[src/rtl/calc_alu_pkg.sv]
// Shared opcode constants and FSM state encoding for the calculator ALU.
package calc_alu_pkg;

  localparam logic [3:0] OP_NONE = 4'd0;
  localparam logic [3:0] OP_ADD  = 4'd1;
  localparam logic [3:0] OP_SUB  = 4'd2;
  localparam logic [3:0] OP_MUL  = 4'd3;
  localparam logic [3:0] OP_DIV  = 4'd4;
  localparam logic [3:0] OP_MOD  = 4'd5;

  typedef enum logic [1:0] {
    IDLE = 2'd0,
    EXEC = 2'd1,
    DONE = 2'd2
  } state_t;

endpackage

[src/rtl/calc_alu_if.sv]
// Command/result bundle between the UART command parser, the ALU and the result formatter.
interface calc_alu_if #(
  parameter int WIDTH = 16
);

  logic [3:0]         start_alu;
  logic [WIDTH-1:0]   src1;
  logic [WIDTH-1:0]   src2;
  logic               busy;
  logic               alu_done;
  logic               alu_err;
  logic               cmd_drop;
  logic [2*WIDTH-1:0] calc_res;

  modport master (
    output start_alu, src1, src2,
    input  busy, alu_done, alu_err, cmd_drop, calc_res
  );

  modport slave (
    input  start_alu, src1, src2,
    output busy, alu_done, alu_err, cmd_drop, calc_res
  );

endinterface

[src/rtl/calc_alu_seq.sv]
// Iterative engine: shift-add multiply, and restoring divide when CALC_ALU_DIV_EN is defined.
// One bit per cycle for WIDTH cycles after start_i; res_o is the value the current step produces.
module calc_alu_seq
  import calc_alu_pkg::*;
#(
  parameter int WIDTH = 16
) (
  input  logic               clk,
  input  logic               rst,
  input  logic               start_i,
`ifdef CALC_ALU_DIV_EN
  input  logic               div_i,
`endif
  input  logic [WIDTH-1:0]   a_i,
  input  logic [WIDTH-1:0]   b_i,
  output logic               last_o,
  output logic [2*WIDTH-1:0] res_o
);

  localparam int CW = (WIDTH > 1) ? $clog2(WIDTH) : 1;

  logic               active_q;
  logic [CW-1:0]      cnt_q;
  logic [2*WIDTH-1:0] acc_q;
  logic [2*WIDTH-1:0] acc_d;
  logic [WIDTH-1:0]   opd_q;
  logic [WIDTH:0]     mul_sum;
`ifdef CALC_ALU_DIV_EN
  logic               div_q;
  logic [WIDTH:0]     shifted;
  logic [WIDTH-1:0]   trial;
  logic               ge;
`endif

  // acc_q holds {partial product, multiplier} for MUL and {remainder, quotient} for DIV.
  always_comb begin
    mul_sum = {1'b0, acc_q[2*WIDTH-1:WIDTH]} + (acc_q[0] ? {1'b0, opd_q} : '0);
    acc_d   = {mul_sum, acc_q[WIDTH-1:1]};
`ifdef CALC_ALU_DIV_EN
    shifted = {acc_q[2*WIDTH-1:WIDTH], acc_q[WIDTH-1]};
    trial   = shifted[WIDTH-1:0] - opd_q;
    ge      = (shifted >= {1'b0, opd_q});
    if (div_q) begin
      acc_d = {(ge ? trial : shifted[WIDTH-1:0]), acc_q[WIDTH-2:0], ge};
    end
`endif
  end

  assign last_o = active_q && (cnt_q == CW'(WIDTH - 1));
  assign res_o  = acc_d;

  always_ff @(posedge clk) begin
    if (rst) begin
      active_q <= 1'b0;
      cnt_q    <= '0;
      acc_q    <= '0;
      opd_q    <= '0;
`ifdef CALC_ALU_DIV_EN
      div_q    <= 1'b0;
`endif
    end else if (start_i) begin
      active_q <= 1'b1;
      cnt_q    <= '0;
`ifdef CALC_ALU_DIV_EN
      div_q    <= div_i;
      acc_q    <= {{WIDTH{1'b0}}, (div_i ? a_i : b_i)};
      opd_q    <= div_i ? b_i : a_i;
`else
      acc_q    <= {{WIDTH{1'b0}}, b_i};
      opd_q    <= a_i;
`endif
    end else if (active_q) begin
      acc_q <= acc_d;
      cnt_q <= cnt_q + CW'(1);
      if (last_o) begin
        active_q <= 1'b0;
      end
    end
  end

endmodule

[src/rtl/calc_alu.sv]
// Calculator ALU: edge-detected command intake, IDLE/EXEC/DONE FSM and held result registers.
// DIV/MOD are built only when CALC_ALU_DIV_EN is defined; otherwise opcodes 4/5 report an error.
module calc_alu
  import calc_alu_pkg::*;
#(
  parameter int WIDTH = 16
) (
  input  logic      clk,
  input  logic      rst,
  calc_alu_if.slave bus
);

  localparam int W2 = 2 * WIDTH;

  state_t          state_q;
  state_t          state_d;
  logic [3:0]      prev_op_q;
  logic [W2-1:0]   res_q;
  logic [W2-1:0]   res_d;
  logic            err_q;
  logic            err_d;
  logic            new_cmd;
  logic            cmd_drop;
  logic            seq_start;
  logic            seq_last;
  logic [W2-1:0]   seq_res;
  logic [WIDTH:0]  sum;
  logic [WIDTH:0]  diff;
`ifdef CALC_ALU_DIV_EN
  logic            is_mod_q;
  logic            is_mod_d;
  logic            seq_div;
`endif

  // A command is a change to a non-zero code; holding a code never retriggers.
  assign new_cmd = (bus.start_alu != OP_NONE) && (bus.start_alu != prev_op_q);
  assign sum     = {1'b0, bus.src1} + {1'b0, bus.src2};
  assign diff    = {1'b0, bus.src1} - {1'b0, bus.src2};

  calc_alu_seq #(
    .WIDTH (WIDTH)
  ) u_seq (
    .clk     (clk),
    .rst     (rst),
    .start_i (seq_start),
`ifdef CALC_ALU_DIV_EN
    .div_i   (seq_div),
`endif
    .a_i     (bus.src1),
    .b_i     (bus.src2),
    .last_o  (seq_last),
    .res_o   (seq_res)
  );

  always_comb begin
    state_d   = state_q;
    res_d     = res_q;
    err_d     = err_q;
    seq_start = 1'b0;
    cmd_drop  = 1'b0;
`ifdef CALC_ALU_DIV_EN
    is_mod_d  = is_mod_q;
    seq_div   = (bus.start_alu == OP_DIV) || (bus.start_alu == OP_MOD);
`endif
    case (state_q)
      IDLE: begin
        if (new_cmd) begin
          state_d = DONE;
          case (bus.start_alu)
            OP_ADD: begin
              res_d = {{(WIDTH-1){1'b0}}, sum};
              err_d = 1'b0;
            end
            OP_SUB: begin
              res_d = {{(WIDTH-1){diff[WIDTH]}}, diff};
              err_d = 1'b0;
            end
            OP_MUL: begin
              seq_start = 1'b1;
              state_d   = EXEC;
            end
`ifdef CALC_ALU_DIV_EN
            OP_DIV, OP_MOD: begin
              if (bus.src2 == '0) begin
                err_d = 1'b1;
                res_d = (bus.start_alu == OP_MOD) ? {{WIDTH{1'b0}}, bus.src1}
                                                  : {bus.src1, {WIDTH{1'b1}}};
              end else begin
                seq_start = 1'b1;
                is_mod_d  = (bus.start_alu == OP_MOD);
                state_d   = EXEC;
              end
            end
`endif
            default: begin
              res_d = '0;
              err_d = 1'b1;
            end
          endcase
        end
      end
      EXEC: begin
        cmd_drop = new_cmd;
        if (seq_last) begin
          state_d = DONE;
          err_d   = 1'b0;
          res_d   = seq_res;
`ifdef CALC_ALU_DIV_EN
          if (is_mod_q) begin
            res_d = {{WIDTH{1'b0}}, seq_res[W2-1:WIDTH]};
          end
`endif
        end
      end
      DONE: begin
        cmd_drop = new_cmd;
        state_d  = IDLE;
      end
      default: state_d = IDLE;
    endcase
    if (rst) begin
      cmd_drop = 1'b0;
    end
  end

  always_ff @(posedge clk) begin
    if (rst) begin
      state_q   <= IDLE;
      prev_op_q <= OP_NONE;
      res_q     <= '0;
      err_q     <= 1'b0;
`ifdef CALC_ALU_DIV_EN
      is_mod_q  <= 1'b0;
`endif
    end else begin
      state_q   <= state_d;
      prev_op_q <= bus.start_alu;
      res_q     <= res_d;
      err_q     <= err_d;
`ifdef CALC_ALU_DIV_EN
      is_mod_q  <= is_mod_d;
`endif
    end
  end

  assign bus.busy     = (state_q == EXEC);
  assign bus.alu_done = (state_q == DONE);
  assign bus.alu_err  = err_q;
  assign bus.calc_res = res_q;
  assign bus.cmd_drop = cmd_drop;

endmodule

[src/flat_wrapper.sv]
// flat-port wrapper written by rule: the top's interface ports become plain ports
module calc_alu_flat import calc_alu_pkg::*;
#(
  parameter int WIDTH = 16
)
  (clk, rst, bus_start_alu, bus_src1, bus_src2, bus_busy, bus_alu_done, bus_alu_err, bus_cmd_drop, bus_calc_res);
  calc_alu_if #(.WIDTH(WIDTH)) bus_i ();
  input  logic clk;
  input  logic rst;
  input wire logic [$bits(bus_i.start_alu)-1:0] bus_start_alu;
  input wire logic [$bits(bus_i.src1)-1:0] bus_src1;
  input wire logic [$bits(bus_i.src2)-1:0] bus_src2;
  output wire logic [$bits(bus_i.busy)-1:0] bus_busy;
  output wire logic [$bits(bus_i.alu_done)-1:0] bus_alu_done;
  output wire logic [$bits(bus_i.alu_err)-1:0] bus_alu_err;
  output wire logic [$bits(bus_i.cmd_drop)-1:0] bus_cmd_drop;
  output wire logic [$bits(bus_i.calc_res)-1:0] bus_calc_res;
  assign bus_i.start_alu = bus_start_alu;
  assign bus_i.src1 = bus_src1;
  assign bus_i.src2 = bus_src2;
  assign bus_busy = bus_i.busy;
  assign bus_alu_done = bus_i.alu_done;
  assign bus_alu_err = bus_i.alu_err;
  assign bus_cmd_drop = bus_i.cmd_drop;
  assign bus_calc_res = bus_i.calc_res;
  calc_alu #(.WIDTH(WIDTH)) u_core (.clk(clk), .rst(rst), .bus(bus_i));
endmodule
[config.mk]
export PLATFORM = sky130hd
export DESIGN_NAME = calc_alu_flat
export DESIGN_NICKNAME = d
export VERILOG_FILES = /design/src/rtl/calc_alu_pkg.sv /design/src/rtl/calc_alu_if.sv /design/src/rtl/calc_alu_seq.sv /design/src/rtl/calc_alu.sv /design/src/flat_wrapper.sv
export SDC_FILE = /design/constraint.sdc
export NUM_CORES = 1
export LEC_CHECK = 0
export CAP_MARGIN = 30
export CORE_MARGIN = 5
export CORE_UTILIZATION = 45
export CTS_CLUSTER_DIAMETER = 50
export CTS_CLUSTER_SIZE = 14
export DETAILED_ROUTE_END_ITERATION = 16
export GPL_TIMING_DRIVEN = 1
export PLACE_DENSITY_LB_ADDON = 0.08
export SYNTH_ARGS = -nofsm -noshare
export SYNTH_HDL_FRONTEND = slang
export SYNTH_HIERARCHICAL = 1
export SYNTH_SLANG_ARGS = --single-unit
[constraint.sdc]
create_clock -name clk -period 3.45 [get_ports clk]
set_input_delay 0.345 -clock clk [delete_from_list [all_inputs] [get_ports clk]]
set_output_delay 0.345 -clock clk [all_outputs]
set_load 0.01 [all_outputs]
==> flow_metrics.py <==
metrics = {
    "setup_path": {
        "arrival_ns": 3.25,
        "cp_max_fo": 17,
        "path_class": "reg2reg",
        "end_kind": "register",
        "cp-start-kind": "register",
        "required_ns": 3.74,
    },
    "routing": {
        "avgViaCountPerCell": 5.73,
        "drtAntennaViolNets": 0,
        "avgRoutedWirePerCell_um": 18.7,
        "wl_um": 19900,
        "vias": 6064,
        "dr.pass1.iters": 5,
        "drc": 0,
        "initialDrtViolationCount": 422,
    },
    "sta": {
        "post-route-min-period_ns": 2.96,
        "maxSlewViolCount": 0,
        "holdWs_ns": 0.450,
        "worst_slew_pin_slew_ns": 0.727,
        "skew_ns": 0.00728,
        "hold_viol": 0,
        "fin_ws_ns": 0.488,
        "fin_crit_sh_pct": 85.9,
        "fin_tns_setup_ns": 0,
        "relSlewSlack_pct": 51.4,
        "max_freq_ghz": 0.338,
        "rsz0062_at_grt": "false",
        "setup-violations-final": 0,
    },
    "cells_and_area": {
        "diodes": 0,
        "syn2layout_area_growth_pct": 16.4,
        "fin_cells": 1059,
        "finalNetCount": 964,
        "post_route_cells_drive_above_1_share_pct": 8.00,
        "n_fill_cell": 1418,
        "seq_area_um2": 1840,
        "multiInputGateArea_um2": 4290,
    },
    "die": {
        "io_pins": 74,
        "die_h_um": 131,
        "start_util_pct": 45.8,
        "core_area_um2": 14500,
        "rows": 44,
        "die_w_um": 131,
        "dieArea_um2": 17300,
    },
    "global_route": {
        "grtUsageTotal_pct": 22.3,
        "grt_max_degree": 49,
        "grt_pass1_vias": 5733,
        "grt_overflow": 0,
        "grt_pass1_wl_um": 31500,
        "antenna_found_initial": 1,
    },
    "power": {
        "p_per_area_nw_per_um2": 379,
        "vdd_drop_max_uv": 234,
        "leakage_nw": 3.12,
    },
    "synthesis": {
        "synth_edf_count": 0,
        "synth_area_um2": 6630,
        "syn_inst": 832,
        "synth.avg_cell_area_um2": 7.97,
        "ys_ff_latch": 92,
        "synth_nets": 926,
        "synth_flop_cell": "dfxtp_1",
        "yosysWarnings": 6,
        "synth.distinct_cells": 76,
        "ys_async_sr_fraction_pct": 0,
        "ys_seq_area_share_pct": 27.8,
    },
    "min_path": {
        "min_path_type": "in2reg",
    },
    "clocking": {
        "htree_levels": 3,
        "cts.sinks": 92,
        "cts_tree": "done",
        "clkLatencyLatePin_ns": 0.35,
        "root_buffer": "clkbuf_16",
        "holdBufCountCts": 0,
        "path_clk_slew_ns": 0.07,
        "cts_made_buffers": 9,
        "clockBufferDepth": 2,
        "cts_resized": 0,
        "postCtsSetupBuffers": 0,
    },
    "place": {
        "dp.cells": 1042,
        "dp_worst_setup_slack_ns": 0.157,
        "place.gp.congestion": 0.848,
        "io_buffers": 73,
        "dp_hpwl_um": 15300,
    },
    "outcome": {
        "status": "finished, final reports clean",
    },
    "job": {
        "maxCapViolCount": 0,
    },
}
power breakdown:
group / switching [W] / leakage (nW) / internal (W)
logic: 0.000388 / 2.22 / 0.000320
clock network: 0.000450 / 0.150 / 0.000608
registers: 0.0000348 / 0.749 / 0.00112
state kept, by name, summed over array words and instances (netlist names):
signal	flops
u_core/bus.alu_err	1
u_core/bus.calc_res	32
u_core/prev_op_q	4
u_core/state_q	2
u_core/u_seq/acc_q	32
u_core/u_seq/active_q	1
u_core/u_seq/cnt_q	4
u_core/u_seq/opd_q	16
routing by layer:
metal  wire, um  GRT usage [%]  part of all wire (%)  vias up
met5         17              0                 0.086        -
met1       9880           32.2                    50     2868
met3       1080           4.78                   5.4       20
met2       8620           33.9                    43      153
li1           -              -                     -     3021
met4        257           6.06                   1.3        2
through the flow:
step                total power [W]  utilization, %  area (um^2)
floorplan                   0.00160               -         6630
global placement            0.00187            51.1         7400
detailed placement          0.00188            51.1         7400
CTS                         0.00295            53.2         7710
global route                0.00306            53.3         7710
finish                      0.00292            53.3         7710
placed cells by master (no fill, tap or decap), drive strengths merged, types with 10 or more instances in the layout:
cell	count
a31oi	10
ha	53
buf	21
xor2	14
inv	44
nor3	15
a221oi	14
mux2i	41
clkdlybuf4s50	72
a21oi	86
and2	21
nor2	101
clkbuf	12
nand2	60
xnor2	11
a211oi	12
o21ai	42
a21o	11
nand2b	11
dfxtp	92
cell families (layout without fill, tap and decap cells):
family	count (synthesis)	count (layout)	synth area share, %
simple gates	269	269	19.4
compound gates	239	239	24.7
buf+inv	109	152	7.55
flops	92	92	27.8
fa+ha+maj	56	56	10.9
mux	42	42	6.36
xor+xnor	25	25	3.30
worst max-delay path, stage by stage (launching register included):
cell	delay [ns]
dfxtp_1	0.47
and2_1	0.26
ha_1	0.38
nand2_1	0.14
a211o_1	0.35
a2111oi_1	0.73
or3_1	0.22
and2_1	0.14
nand2_1	0.06
a21oi_2	0.14
layout make-up:
cell class	count	area share [%]
inverters	43	2.09
multi-input cells	631	55.7
clock inverters	4	0.714
well taps	184	2.98
repair buffers	93	11.4
clock buffers	12	3.32
flip-flops and latches	92	23.9
Yosys cell counts, types with 5 or more instances:
cell type | instances | area, um^2
a221oi_1 | 12 | 105
ha_1 | 53 | 663
nand2_1 | 60 | 225
clkbuf_1 | 35 | 131
or2_2 | 7 | 43.8
or3_1 | 8 | 50.1
nand3_1 | 6 | 30.0
xnor2_1 | 11 | 96.3
a211o_1 | 5 | 43.8
and3_1 | 8 | 50.1
nand4_1 | 5 | 31.3
mux2i_1 | 41 | 410
nor3_1 | 15 | 75.1
dfxtp_1 | 92 | 1840
inv_1 | 42 | 158
a211oi_1 | 12 | 90.1
and2_1 | 21 | 131
nor2_1 | 101 | 379
o211ai_1 | 7 | 52.6
o21ai_0 | 41 | 205
nor2b_1 | 9 | 56.3
nand3b_1 | 6 | 45.0
a21o_1 | 11 | 82.6
buf_4 | 15 | 113
a21oi_1 | 74 | 370
buf_1 | 5 | 18.8
a31oi_1 | 10 | 62.6
buf_2 | 8 | 40.0
nand2b_1 | 11 | 68.8
a21oi_2 | 11 | 96.3
xor2_1 | 14 | 123
path summary, 6_finish.rpt:
kind                                                              to  slack (ns)                          startpoint  depth (start not counted)
worst max-delay path            u_core/bus.calc_res[30]$_SDFFE_PP0P_        0.49  u_core/u_seq/acc_q[0]$_SDFFE_PP0P_                          9
worst min-delay path                u_core/u_seq/active_q$_SDFF_PP0_        0.45                                 rst                          2
worst max register to register  u_core/bus.calc_res[30]$_SDFFE_PP0P_        0.49  u_core/u_seq/acc_q[0]$_SDFFE_PP0P_                          9
worst min register to register       u_core/bus.alu_err$_SDFFE_PP0P_        0.45     u_core/bus.alu_err$_SDFFE_PP0P_                          2
No activity file was read; power rests on OpenSTA's default activity.
